<file path="src/rtl/wdt_pkg.sv">
// Shared types and constants for the watchdog reset sequencer.
// State encodings are visible on wdt_state, so keep them fixed.
package wdt_pkg;

    localparam int unsigned WDT_CLOCK_FREQ          = 100_000_000;
    localparam int unsigned WDT_DEFAULT_TIMEOUT_SEC = 5;

    typedef enum logic [1:0] {
        StIdle  = 2'd0,
        StArmed = 2'd1,
        StReset = 2'd2,
        StGrace = 2'd3
    } wdt_state_e;

    function automatic logic [7:0] wdt_sat_inc(input logic [7:0] value);
        return (value == 8'hFF) ? value : value + 8'd1;
    endfunction

endpackage

</file>
<file path="src/rtl/wdt_kick_tracker.sv">
// Accumulates per-source heartbeats for the current timeout window.
// all_seen and missing include this cycle's kick so a last-cycle kick still counts.
module wdt_kick_tracker
    import wdt_pkg::*;
#(
    parameter int unsigned NUM_SRC = 4
) (
    input  logic               clk,
    input  logic               rst,
    input  logic               clear,
    input  logic [NUM_SRC-1:0] kick,
    input  logic [NUM_SRC-1:0] src_mask,
    output logic [NUM_SRC-1:0] seen,
    output logic               all_seen,
    output logic [NUM_SRC-1:0] missing
);

    logic [NUM_SRC-1:0] seen_q;
    logic [NUM_SRC-1:0] seen_d;
    logic [NUM_SRC-1:0] seen_now;

    always_comb begin
        seen_now = seen_q | kick;
        all_seen = (seen_now & src_mask) == src_mask;
        missing  = src_mask & ~seen_now;
        seen_d   = clear ? '0 : (seen_q | (kick & src_mask));
    end

    always_ff @(posedge clk) begin
        if (rst) begin
            seen_q <= '0;
        end else begin
            seen_q <= seen_d;
        end
    end

    assign seen = seen_q;

endmodule

</file>
<file path="src/rtl/watchdog_reset_sequencer.sv">
// Multi-source watchdog: a missed heartbeat window fires a fixed-length reset
// pulse, then a boot grace period, then re-arms automatically.
module watchdog_reset_sequencer
    import wdt_pkg::*;
#(
    parameter int unsigned NUM_SRC        = 4,
    parameter int unsigned TIMEOUT_CYCLES = WDT_CLOCK_FREQ * WDT_DEFAULT_TIMEOUT_SEC,
    parameter int unsigned HOLD_CYCLES    = 1000,
    parameter int unsigned GRACE_CYCLES   = 100_000_000,
    parameter int unsigned CNT_W          = 32
) (
    input  logic               clk,
    input  logic               rst,
    input  logic               enable,
    input  logic [NUM_SRC-1:0] kick,
    input  logic [NUM_SRC-1:0] src_mask,
    output logic               reset_out,
    output logic [1:0]         wdt_state,
    output logic [NUM_SRC-1:0] timeout_src,
    output logic [7:0]         reset_count
);

    localparam logic [CNT_W-1:0] TimeoutLast = CNT_W'(TIMEOUT_CYCLES - 1);
    localparam logic [CNT_W-1:0] HoldLast    = CNT_W'(HOLD_CYCLES - 1);
    // GraceLast is unused when GRACE_CYCLES is 0; clamp to avoid underflow.
    localparam logic [CNT_W-1:0] GraceLast   =
        CNT_W'((GRACE_CYCLES == 0) ? 32'd0 : GRACE_CYCLES - 1);

    wdt_state_e         state_q, state_d;
    logic [CNT_W-1:0]   cnt_q, cnt_d;
    logic               reset_out_q;
    logic [NUM_SRC-1:0] timeout_src_q, timeout_src_d;
    logic [7:0]         reset_count_q, reset_count_d;

    logic               tracker_clear;
    logic [NUM_SRC-1:0] seen;
    logic               all_seen;
    logic [NUM_SRC-1:0] missing;

    wdt_kick_tracker #(
        .NUM_SRC (NUM_SRC)
    ) u_kick_tracker (
        .clk      (clk),
        .rst      (rst),
        .clear    (tracker_clear),
        .kick     (kick),
        .src_mask (src_mask),
        .seen     (seen),
        .all_seen (all_seen),
        .missing  (missing)
    );

    always_comb begin
        state_d       = state_q;
        cnt_d         = cnt_q + CNT_W'(1);
        timeout_src_d = timeout_src_q;
        reset_count_d = reset_count_q;

        unique case (state_q)
            StIdle: begin
                cnt_d = '0;
                if (enable) begin
                    state_d = StArmed;
                end
            end
            StArmed: begin
                // Disable beats completion, completion beats timeout.
                if (!enable) begin
                    state_d = StIdle;
                    cnt_d   = '0;
                end else if (all_seen) begin
                    cnt_d = '0;
                end else if (cnt_q == TimeoutLast) begin
                    state_d       = StReset;
                    cnt_d         = '0;
                    timeout_src_d = missing;
                    reset_count_d = wdt_sat_inc(reset_count_q);
                end
            end
            StReset: begin
                if (cnt_q == HoldLast) begin
                    cnt_d = '0;
                    if (!enable) begin
                        state_d = StIdle;
                    end else if (GRACE_CYCLES == 0) begin
                        state_d = StArmed;
                    end else begin
                        state_d = StGrace;
                    end
                end
            end
            StGrace: begin
                if (!enable) begin
                    state_d = StIdle;
                    cnt_d   = '0;
                end else if (cnt_q == GraceLast) begin
                    state_d = StArmed;
                    cnt_d   = '0;
                end
            end
            default: begin
                state_d = StIdle;
                cnt_d   = '0;
            end
        endcase

        // Heartbeat history only survives while armed and within an open round.
        tracker_clear = (state_q != StArmed) || (state_d != StArmed) || all_seen;
    end

    always_ff @(posedge clk) begin
        if (rst) begin
            state_q       <= StIdle;
            cnt_q         <= '0;
            reset_out_q   <= 1'b0;
            timeout_src_q <= '0;
            reset_count_q <= '0;
        end else begin
            state_q       <= state_d;
            cnt_q         <= cnt_d;
            reset_out_q   <= (state_d == StReset);
            timeout_src_q <= timeout_src_d;
            reset_count_q <= reset_count_d;
        end
    end

    assign reset_out   = reset_out_q;
    assign wdt_state   = state_q;
    assign timeout_src = timeout_src_q;
    assign reset_count = reset_count_q;

endmodule

</file>
<file path="config.mk">
export PLATFORM = sky130hd
export DESIGN_NAME = watchdog_reset_sequencer
export DESIGN_NICKNAME = d
export VERILOG_FILES = /design/src/rtl/wdt_pkg.sv /design/src/rtl/wdt_kick_tracker.sv /design/src/rtl/watchdog_reset_sequencer.sv
export SDC_FILE = /design/constraint.sdc
export NUM_CORES = 1
export LEC_CHECK = 0
export ABC_CLOCK_PERIOD_IN_PS = 4600
export CORE_MARGIN = 3
export CORE_UTILIZATION = 63
export CTS_BUF_LIST = sky130_fd_sc_hd__clkbuf_4
export DETAILED_ROUTE_END_ITERATION = 8
export GPL_TIMING_DRIVEN = 0
export PLACE_DENSITY = 0.89
export SYNTH_ARGS = -nofsm -noshare
export SYNTH_HDL_FRONTEND = slang
export SYNTH_SLANG_ARGS = --single-unit
</file>
<file path="constraint.sdc">
create_clock -name clk -period 4.6 [get_ports clk]
set_input_delay 0.92 -clock clk [delete_from_list [all_inputs] [get_ports clk]]
set_output_delay 0.92 -clock clk [all_outputs]
set_load 0.005 [all_outputs]
</file>
Word-level counts from Yosys, hierarchy flattened
Cells that the tools add are included.

storage, ports and cells
  register bits = 51
  bits in latches = 0
  memory bits (writable) = 0
  bits in read-only memories = 0
  word-level logic and storage cells = 49
  memories = 0

operators by class
  add/sub/neg operators = 2
  multiply operators = 0
  divide/modulo/power cells = 0
  magnitude comparators = 0
  eq/ne operators = 11
  shift operators = 0
  mux-type cells = 16
  bitwise gates (word level) = 8
  reductions and logical operators = 6

operator list
  operator                                               number
  2-to-1 mux 32 bit                                      6
  case mux 32 bit (4 select lines)                       1
  adder 32 x 1 -> 32 bit, second input constant          1
  equality test 32 x 10 -> 1 bit, second input constant  1
  equality test 32 x 27 -> 1 bit, second input constant  1
  equality test 32 x 29 -> 1 bit, second input constant  1
  2-to-1 mux 2 bit                                       8
  bitwise AND 4 bit                                      3
  adder 8 x 1 -> 8 bit, second input constant            1
  equality test 8 bit, second input constant             1
  OR 4 bit                                               2
  case mux 2 bit (4 select lines)                        1
  equality test 2 bit, second input constant             3
  AND reduction 5 bit                                    1
  equality test 4 bit                                    1
  inequality test 2 x 1 -> 1 bit, second input constant  2
  NOT 4 bit                                              1
  AND reduction 4 bit                                    1
  equality test 2 x 1 -> 1 bit, second input constant    1
  logical NOT 2 bit                                      1
  logical OR 1 bit                                       2
  NOT 1 bit                                              2
  OR reduction 2 bit                                     1

Depth between registers and ports, before layout
Gate-level depths: netlist of the first run.

  word-level depth = 10
  depth in mapped cells = 8
  mapped depth without buffers = 6

By module
A second synthesis of the first run with hierarchy kept.

unflattened totals
  cell total of the unflattened synthesis = 279
  area total of the unflattened synthesis = 2,542.4 µm²

modules (own cells, without submodules)
  module                    times used  cells an instance  area an instance (µm²)
  watchdog_reset_sequencer  1           262                2,363.5
  wdt_kick_tracker          1           17                 178.9

Worst setup path after synthesis of the first run
No wires, ideal clock.

  path kind = input-to-reg
  start = in kick[3]
  end = reg reset_count_q[4] (netlist: reset_count[4])
  setup time = 0.071 ns
  arrival time = 2.564 ns
  required time = 4.529 ns
  setup slack = 1.966 ns
  stages on the path = 6
  cells stage by stage = nor3b_1 > nor4_1 > or4_4 > buf_6 > or4_1 > a21oi_1

between the ends
  word-level cells in the longest chain between the ends = 5

RTL lines
  element                        RTL line                         text
  from (decl)                    watchdog_reset_sequencer.sv:15   input logic [NUM_SRC-1:0] kick,
  OR 4 bit                       wdt_kick_tracker.sv:23           seen_now = seen_q | kick;
  bitwise AND 4 bit              wdt_kick_tracker.sv:24           all_seen = (seen_now & src_mask) == src_mask;
  equality test 4 bit            wdt_kick_tracker.sv:24
  NOT 1 bit (no line)            -
  AND reduction 5 bit (no line)  -
  to (signal assigned)           watchdog_reset_sequencer.sv:123  reset_count_q <= reset_count_d;
  to (decl)                      watchdog_reset_sequencer.sv:33   logic [7:0] reset_count_q, reset_count_d;

No other way between the ends.
A chain may end at the register's enable or synchronous reset.

Final worst setup path of the first run
  start = in src_mask[0]
  end = reg reset_count_q[6] (netlist: reset_count[6])

between the ends
  word-level cells in the longest chain between the ends = 4

RTL lines
  element                            RTL line                        text
  from (decl)                        watchdog_reset_sequencer.sv:16  input logic [NUM_SRC-1:0] src_mask,
  bitwise AND 4 bit                  wdt_kick_tracker.sv:24
  equality test 4 bit (*)            wdt_kick_tracker.sv:24
  NOT 1 bit (no line) (*)            -
  AND reduction 5 bit (no line) (*)  -

Every way passes the cells marked *; elsewhere a longest branch is shown, timed or not.

==> results by group, run 1 <==
Yosys
  • Post-synth EDFFs: 0
  • Post-synthesis sequential area ratio: 40.3%
  • Largest family of logic cells by synthesized area: simple AND/OR/NAND/NOR gates
  • Mux cell area share after synthesis: 2.02%
  • Yosys warning count: 0
  • Post-Synth Adder-Cell Area: 0.988%
  • Synth Area in Compound Gates: 12.6%
  • Post-synthesis sequential element count: 51
  • Largest cells by area after synthesis: dfxtp_1 (40%), a21oi_1 (8.7%), xnor2_1 (6.2%)
  • Cell area after synthesis: 2530 um^2
  • Synthesized instance count: 296
  • XOR/XNOR Fraction of Synth Area: 10.4%
  • Post-synthesis simple-gate area fraction: 29.2%
  • Most frequent cell after synthesis: dfxtp_1
  • Synth top area share: 40.3%
  • Area leader, netlist: dfxtp_1
  • Synth cell types: 39
  • Post-synthesis net count: 309
  • Post-synth top cells: dfxtp_1 (51), a21oi_1 (44), nor2_1 (18), xnor2_1 (18), nand3_1 (17)
  • Synthesized area per cell: 8.56 um^2
  • Ys async rst share: 0%
  • Top FF cell, synth: dfxtp_1

Worst setup path
  • Worst-path cell chain: clkdlybuf4s50_1 > nor3b_1 > nor4_1 > or4_4 > buf_6 > clkbuf_1 > o31ai_1 > a21oi_1
  • CP peak stage delay: 0.54 ns
  • CP Class: in -> reg
  • R2R cell count: 6
  • Worst path slowest cell: or4_4
  • Critical path required time: 4.87 ns
  • CP Max Fanout: 10
  • Flop2flop setup slack: 1.80 ns
  • Buffers & Inverters on Critical Path: 3
  • Worst Setup End Kind: register
  • CP delay by family, top: simple AND/OR/NAND/NOR gates
  • Startpoint Class: primary input
  • Worst r2r src: cnt_q[10]
  • Worst EP arrival: 3.28 ns
  • Logic depth of the worst path, buffers included: 8
  • Worst r2r dst: cnt_q[17]

Finish
  • Area occupied by multi-input gates: 1400 um^2
  • Fillcell total: 290
  • Number of diodes: 0
  • Final Cell Area: 2910 um^2
  • Finished Core Util: 77.2%
  • Register area: 1020 um^2
  • Layout cells sized above 1: 5.18%
  • Fin nets: 340
  • Post-Layout Cell Count: 376
  • Area Growth Syn to Fin: 14.9%

Worst hold path
  • Hold depth: 2
  • Hold Path End: u_kick_tracker.seen[2]
  • HP Class: reg -> reg
  • Worst hold start: u_kick_tracker.seen[2]

Drt
  • DRC violations left: 0
  • Detail Route Antenna Nets: 0
  • WL/cell: 15.1 um
  • DRT Pass-1 Iters: 4
  • Vias per cell: 6.15
  • Drt total wl: 5700 um
  • Drt initial violations: 154
  • Routed vias: 2312

STA
  • Slew margin rel.: 59.9%
  • Final Skew: 0.0114 ns
  • FMAX: 0.332 GHz
  • Final setup vio count: 0
  • Final period util: 65.5%
  • Final worst slack: 1.58 ns
  • Fin crit period: 3.02 ns
  • Worst-Margin Slew: 0.593 ns
  • Hold_ws: 0.487 ns
  • Fin. max-slew vios: 0
  • Sum of negative setup slack: 0 ns
  • Final count of hold timing violations: 0
  • Unrepaired setup endpoints after global routing: false

Clock tree
  • CTS Root Buffer Type: clkbuf_4
  • Post-CTS Hold Fix Bufs: 0
  • Max Root-Sink Buffers: 2
  • CTS tree: built
  • Post-CTS setup buffer count: 0
  • H-tree levels: 2
  • Clk sink count: 51
  • Post-cts sizing count: 0
  • Num CTS Buffers: 5
  • Register clock-pin slew on the reported worst setup and hold paths: 0.15 ns
  • Skew-Pair Late Insertion Delay: 0.38 ns

Placed design
  • Pre-CTS setup slack: 1.17 ns
  • Placed Cells: 368
  • RD Place Congestion: 0.872
  • Dpl cell area: 2830 um^2
  • # port buffers: 24
  • DPL Wire Length: 4160 um

Power
  • Maximum vdd drop: 220 uV
  • Net Sw Frac: 21.2%
  • Total power: 0.719 mW
  • Part of the power in combinational logic: 3.3%
  • Share of power burned in registers: 61.7%
  • Clock power share: 35.0%
  • Internal power: 0.567 mW
  • Power Density: 247 nW/um^2
  • P_sw: 0.152 mW
  • Leakage: 0.887 nW

Die
  • Initial Utilization: 67.2%
  • DIE WIDTH: 69.4 um
  • Die height: 69.4 um
  • I/O Pins: 26
  • Placeable core area: 3770 um^2
  • Row cnt: 22
  • Die area: 4820 um^2

Global routing
  • GRT Total Usage: 24.2%
  • First-pass GRT wire length: 9770 um
  • Vias in the first global route: 2152
  • Largest net degree at the start of global routing: 16
  • Initial antenna violation count: 0
  • GRT overflow: 0

Status
  • Status: complete, no violations

Run
  • Max-capacitance violation count: 0
[worst reg2reg max path, stage by stage, from the launching register on]
cell,delay (ns)
dfxtp_1,0.40
or4_1,0.56
or4_1,0.50
or4_1,0.44
nand3_1,0.23
clkbuf_1,0.40
a21oi_1,0.12
[cells by family after synthesis]
kind of cell / count (synthesis)
compound gates: 58
buf+inv: 27
xor+xnor: 30
flops: 51
mux: 5
fa+ha+maj: 2
simple gates: 123
[power by group through the flow]
| stage | logic [mW] | clock network (mW) | registers [mW] |
|---|---|---|---|
| floorplan | 0.0104 | 0 | 0.453 |
| global placement | 0.0231 | 0 | 0.453 |
| detailed placement | 0.0234 | 0 | 0.453 |
| CTS | 0.0237 | 0.257 | 0.444 |
| global route | 0.0258 | 0.272 | 0.444 |
| finish | 0.0236 | 0.252 | 0.444 |
[cells in the final DEF, fill, tap and decap left out, types with 2 or more instances in the layout]
| cell | instances |
|---|---|
| clkbuf_4 | 5 |
| inv_1 | 8 |
| xor2_1 | 12 |
| nand4b_1 | 5 |
| or3_1 | 7 |
| nor2b_1 | 2 |
| nor4b_1 | 3 |
| nor4_1 | 10 |
| nor2_1 | 18 |
| clkdlybuf4s50_1 | 24 |
| nand2_1 | 13 |
| xnor2_1 | 18 |
| and4_1 | 6 |
| or3_4 | 2 |
| nand3_1 | 17 |
| buf_2 | 3 |
| nor3_1 | 6 |
| o31ai_1 | 6 |
| a21oi_1 | 44 |
| nand4_1 | 9 |
| nor3b_1 | 5 |
| ha_1 | 2 |
| o21ai_0 | 3 |
| and2_1 | 2 |
| or4_1 | 7 |
| or4_4 | 2 |
| and3_1 | 6 |
| dfxtp_1 | 51 |
| mux2i_1 | 4 |
| clkbuf_1 | 14 |
[worst max-delay path by stage]
| stage | end | from |
|---|---|---|
| global placement | reset_count[6] | src_mask[0] |
| finish | reset_count[6] | src_mask[0] |
| floorplan | reset_count[4] | kick[3] |
| detailed placement | reset_count[6] | src_mask[0] |
| global route | reset_count[6] | src_mask[0] |
| CTS | reset_count[6] | src_mask[0] |
[flip-flops by register name (all words and copies together) (netlist names)]
register             flops
timeout_src              4
reset_count              8
u_kick_tracker.seen      4
reset_out                1
cnt_q                   32
wdt_state                2
[per-layer routing]
metal  wire length [um]  GRT usage [%]  vias up
li1                   -              -     1150
met4                 99           8.46        0
met3                308           5.36       11
met2               2770           40.3       73
met5                  0              0        -
met1               2520           30.9     1078
[cell type report]
cell class	instances	area share (%)
tap	48	2.06
timing repair buffer	24	8.25
inverter	8	1.03
multi-input combinational	218	48.1
sequential	51	35.1
clock inverter	3	1.33
buffer	19	2.84
clock buffer	5	1.29
No activity file was read; power rests on OpenSTA's default activity.
==> inputs of run 2 (changes only) <==
--- a/config.mk
+++ b/config.mk
@@ -5,13 +5,13 @@
 export SDC_FILE = /design/constraint.sdc
 export NUM_CORES = 1
 export LEC_CHECK = 0
-export ABC_CLOCK_PERIOD_IN_PS = 4600
+export ABC_CLOCK_PERIOD_IN_PS = 2600
 export CORE_MARGIN = 3
-export CORE_UTILIZATION = 63
+export CORE_UTILIZATION = 53
 export CTS_BUF_LIST = sky130_fd_sc_hd__clkbuf_4
 export DETAILED_ROUTE_END_ITERATION = 8
 export GPL_TIMING_DRIVEN = 0
-export PLACE_DENSITY = 0.89
+export PLACE_DENSITY = 0.8
 export SYNTH_ARGS = -nofsm -noshare
 export SYNTH_HDL_FRONTEND = slang
 export SYNTH_SLANG_ARGS = --single-unit
==> constraint.sdc (replaced) <==
create_clock -name clk -period 2.6 [get_ports clk]
set_input_delay 0.52 -clock clk [delete_from_list [all_inputs] [get_ports clk]]
set_output_delay 0.52 -clock clk [all_outputs]
set_load 0.005 [all_outputs]
==> run 2 against run 1 <==
Compared with the run above: global-route usage is 3.1 points lower; critical endpoint is now reset_count[4]; wire length is 1.2% higher; final cell count is 2.1% higher; critical path type is now reg -> reg; non-clock buffer count is 4 higher; largest cell class unchanged; highest routed layer unchanged; clock skew is 0.0058 ns lower; combinational power is 85% higher; first-iteration DRC count is 24% lower; total power is 77% higher; largest power group unchanged.
==> results by group, run 2 (same netlist as run 1, synthesis figures left out) <==
Status
  • Status: complete, no violations

Worst setup path
  • Startpoint Class: register
  • CP Max Fanout: 10 (unchanged)
  • Critical path required time: 2.92 ns (-1.95 ns)
  • Worst EP arrival: 2.91 ns (-0.37 ns)
  • CP Class: reg -> reg
  • Worst Setup End Kind: register

Global routing
  • Vias in the first global route: 2105 (-2.2%)
  • First-pass GRT wire length: 9290 um (-4.9%)
  • GRT overflow: 0 (unchanged)
  • GRT Total Usage: 21.2% (-3.1 points)
  • Largest net degree at the start of global routing: 16 (unchanged)
  • Initial antenna violation count: 0 (unchanged)

STA
  • Final period util: 99.7%
  • Slew margin rel.: 60.4% (+0.48 points)
  • FMAX: 0.386 GHz
  • Fin crit period: 2.59 ns
  • Final setup vio count: 0 (unchanged)
  • Unrepaired setup endpoints after global routing: true
  • Final Skew: 0.00560 ns (-0.00579 ns)
  • Final count of hold timing violations: 0 (unchanged)
  • Hold_ws: 0.485 ns (-0.00125 ns)
  • Fin. max-slew vios: 0 (unchanged)
  • Worst-Margin Slew: 0.586 ns (-0.00711 ns)

Finish
  • Number of diodes: 0 (unchanged)
  • Most frequent cells in the layout: dfxtp_1 (48), a21oi_1 (42), clkdlybuf4s50_1 (24)
  • Reg with most FFs: cnt_q
  • Finished Core Util: 68.1% (-9.0 points)
  • Fin nets: 344 (+1.2%)
  • Post-Layout Cell Count: 384 (+2.1%)
  • Layout cells sized above 1: 12.7% (+7.5 points)
  • Commonest non-fill, non-tap cell in the layout: dfxtp_1
  • Fillcell total: 375 (+29%)
  • Max reg flops: 32 (unchanged)
  • Area Growth Syn to Fin: 20.3%

Die
  • Die area: 5650 um^2 (+17%)
  • Placeable core area: 4470 um^2 (+19%)
  • Die height: 75.1 um (+8.2%)
  • Row cnt: 24 (+9.1%)
  • Initial Utilization: 56.6% (-11 points)
  • I/O Pins: 26 (unchanged)
  • DIE WIDTH: 75.1 um (+8.2%)

Run
  • Max-capacitance violation count: 0 (unchanged)

Clock tree
  • Clk sink count: 51 (unchanged)
  • Max Root-Sink Buffers: 2 (unchanged)
  • Skew-Pair Late Insertion Delay: 0.37 ns (about the same)
  • Register clock-pin slew on the reported worst setup and hold paths: 0.14 ns (about the same)
  • H-tree levels: 2 (unchanged)
  • CTS tree: built
  • Num CTS Buffers: 5 (unchanged)
  • CTS Root Buffer Type: clkbuf_4

Power
  • Leakage: 0.939 nW (+5.9%)
  • Maximum vdd drop: 495 uV (+130%)
  • Power Density: 416 nW/um^2 (+69%)

Drt
  • Highest metal used: met4
  • Vias per cell: 6.05 (-1.5%)
  • DR WL met2: 2870 um (+3.8%)
  • Routed vias: 2325 (+0.56%)
  • Met1 wire length: 2440 um (-3.1%)
  • DRC violations left: 0 (unchanged)
  • DRT Pass-1 Iters: 5 (+1)
  • Metal3 WL: 347 um (+13%)
  • Drt total wl: 5760 um (+1.2%)
  • WL/cell: 15.0 um (-0.95%)
  • Drt initial violations: 117 (-24%)
  • Detail Route Antenna Nets: 0 (unchanged)

Placed design
  • RD Place Congestion: 0.858 (-1.6%)
  • # port buffers: 24 (unchanged)
  • DPL Wire Length: 4010 um (-3.4%)
  • Placed Cells: 372 (+1.1%)

Worst hold path
  • HP Class: reg -> reg
## run 2: critical path: stages, from the launching register on
cell and delay, ns:
dfxtp_2 0.35, or3_4 0.41, or4_4 0.56, or4_4 0.45
buf_6 0.16, or4_4 0.50, a21oi_2 0.11
## run 2: cell type report
type	instances	area, um^2	area share [%]
multi-input combinational	218	1460	48.0
clock inverter	3	38.8	1.27
clock buffer	5	37.5	1.23
inverter	8	30.0	0.985
sequential	51	1030	33.8
timing repair buffer	30	285	9.36
buffer	17	98.8	3.24
tap	52	65.1	2.13
## run 2: where the power goes
| group | leakage [nW] | switching [mW] | internal (mW) | total (mW) |
|---|---|---|---|---|
| logic | 0.484 | 0.0209 | 0.0227 | 0.0436 |
| clock network | 0.0426 | 0.245 | 0.198 | 0.443 |
| registers | 0.413 | 0.00145 | 0.781 | 0.783 |
## run 2: per-stage QoR
step	area, um^2	setup TNS (ns)	setup slack, ns	total power [mW]
final	3050	0	0.00701	1.27
after global routing	3050	-0.0340	-0.0340	1.31
after CTS	2960	0	0.000228	1.28
after detailed placement	2840	-8.20	-0.388	0.843
after global placement	2840	-7.90	-0.369	0.842
after floorplan	2530	0	0.0539	0.820
## run 2: per-layer routing
metal | vias to the layer above | GRT usage (%)
met5 | - | 0
met1 | 1086 | 25.9
met4 | 0 | 9.32
li1 | 1149 | -
met2 | 77 | 36.0
met3 | 13 | 4.27
## run 2: path summary, 6_finish.rpt
path | cells after the start | to | slack (ns) | startpoint
hold / removal | 2 | u_kick_tracker.seen[1] | 0.49 | u_kick_tracker.seen[1]
setup / recovery | 6 | reset_count[4] | 0.007 | cnt_q[29]
hold reg to reg | 2 | u_kick_tracker.seen[1] | 0.49 | u_kick_tracker.seen[1]
setup reg to reg | 6 | reset_count[4] | 0.007 | cnt_q[29]
## run 2: repair_timing
action                                  CTS  global route
hold buffers                              0             0
resized for setup                        11            24
endpoints found under the hold margin     0             0
setup buffers                             3             3
endpoints found under the setup margin   42            46
pin swaps                                 2             5
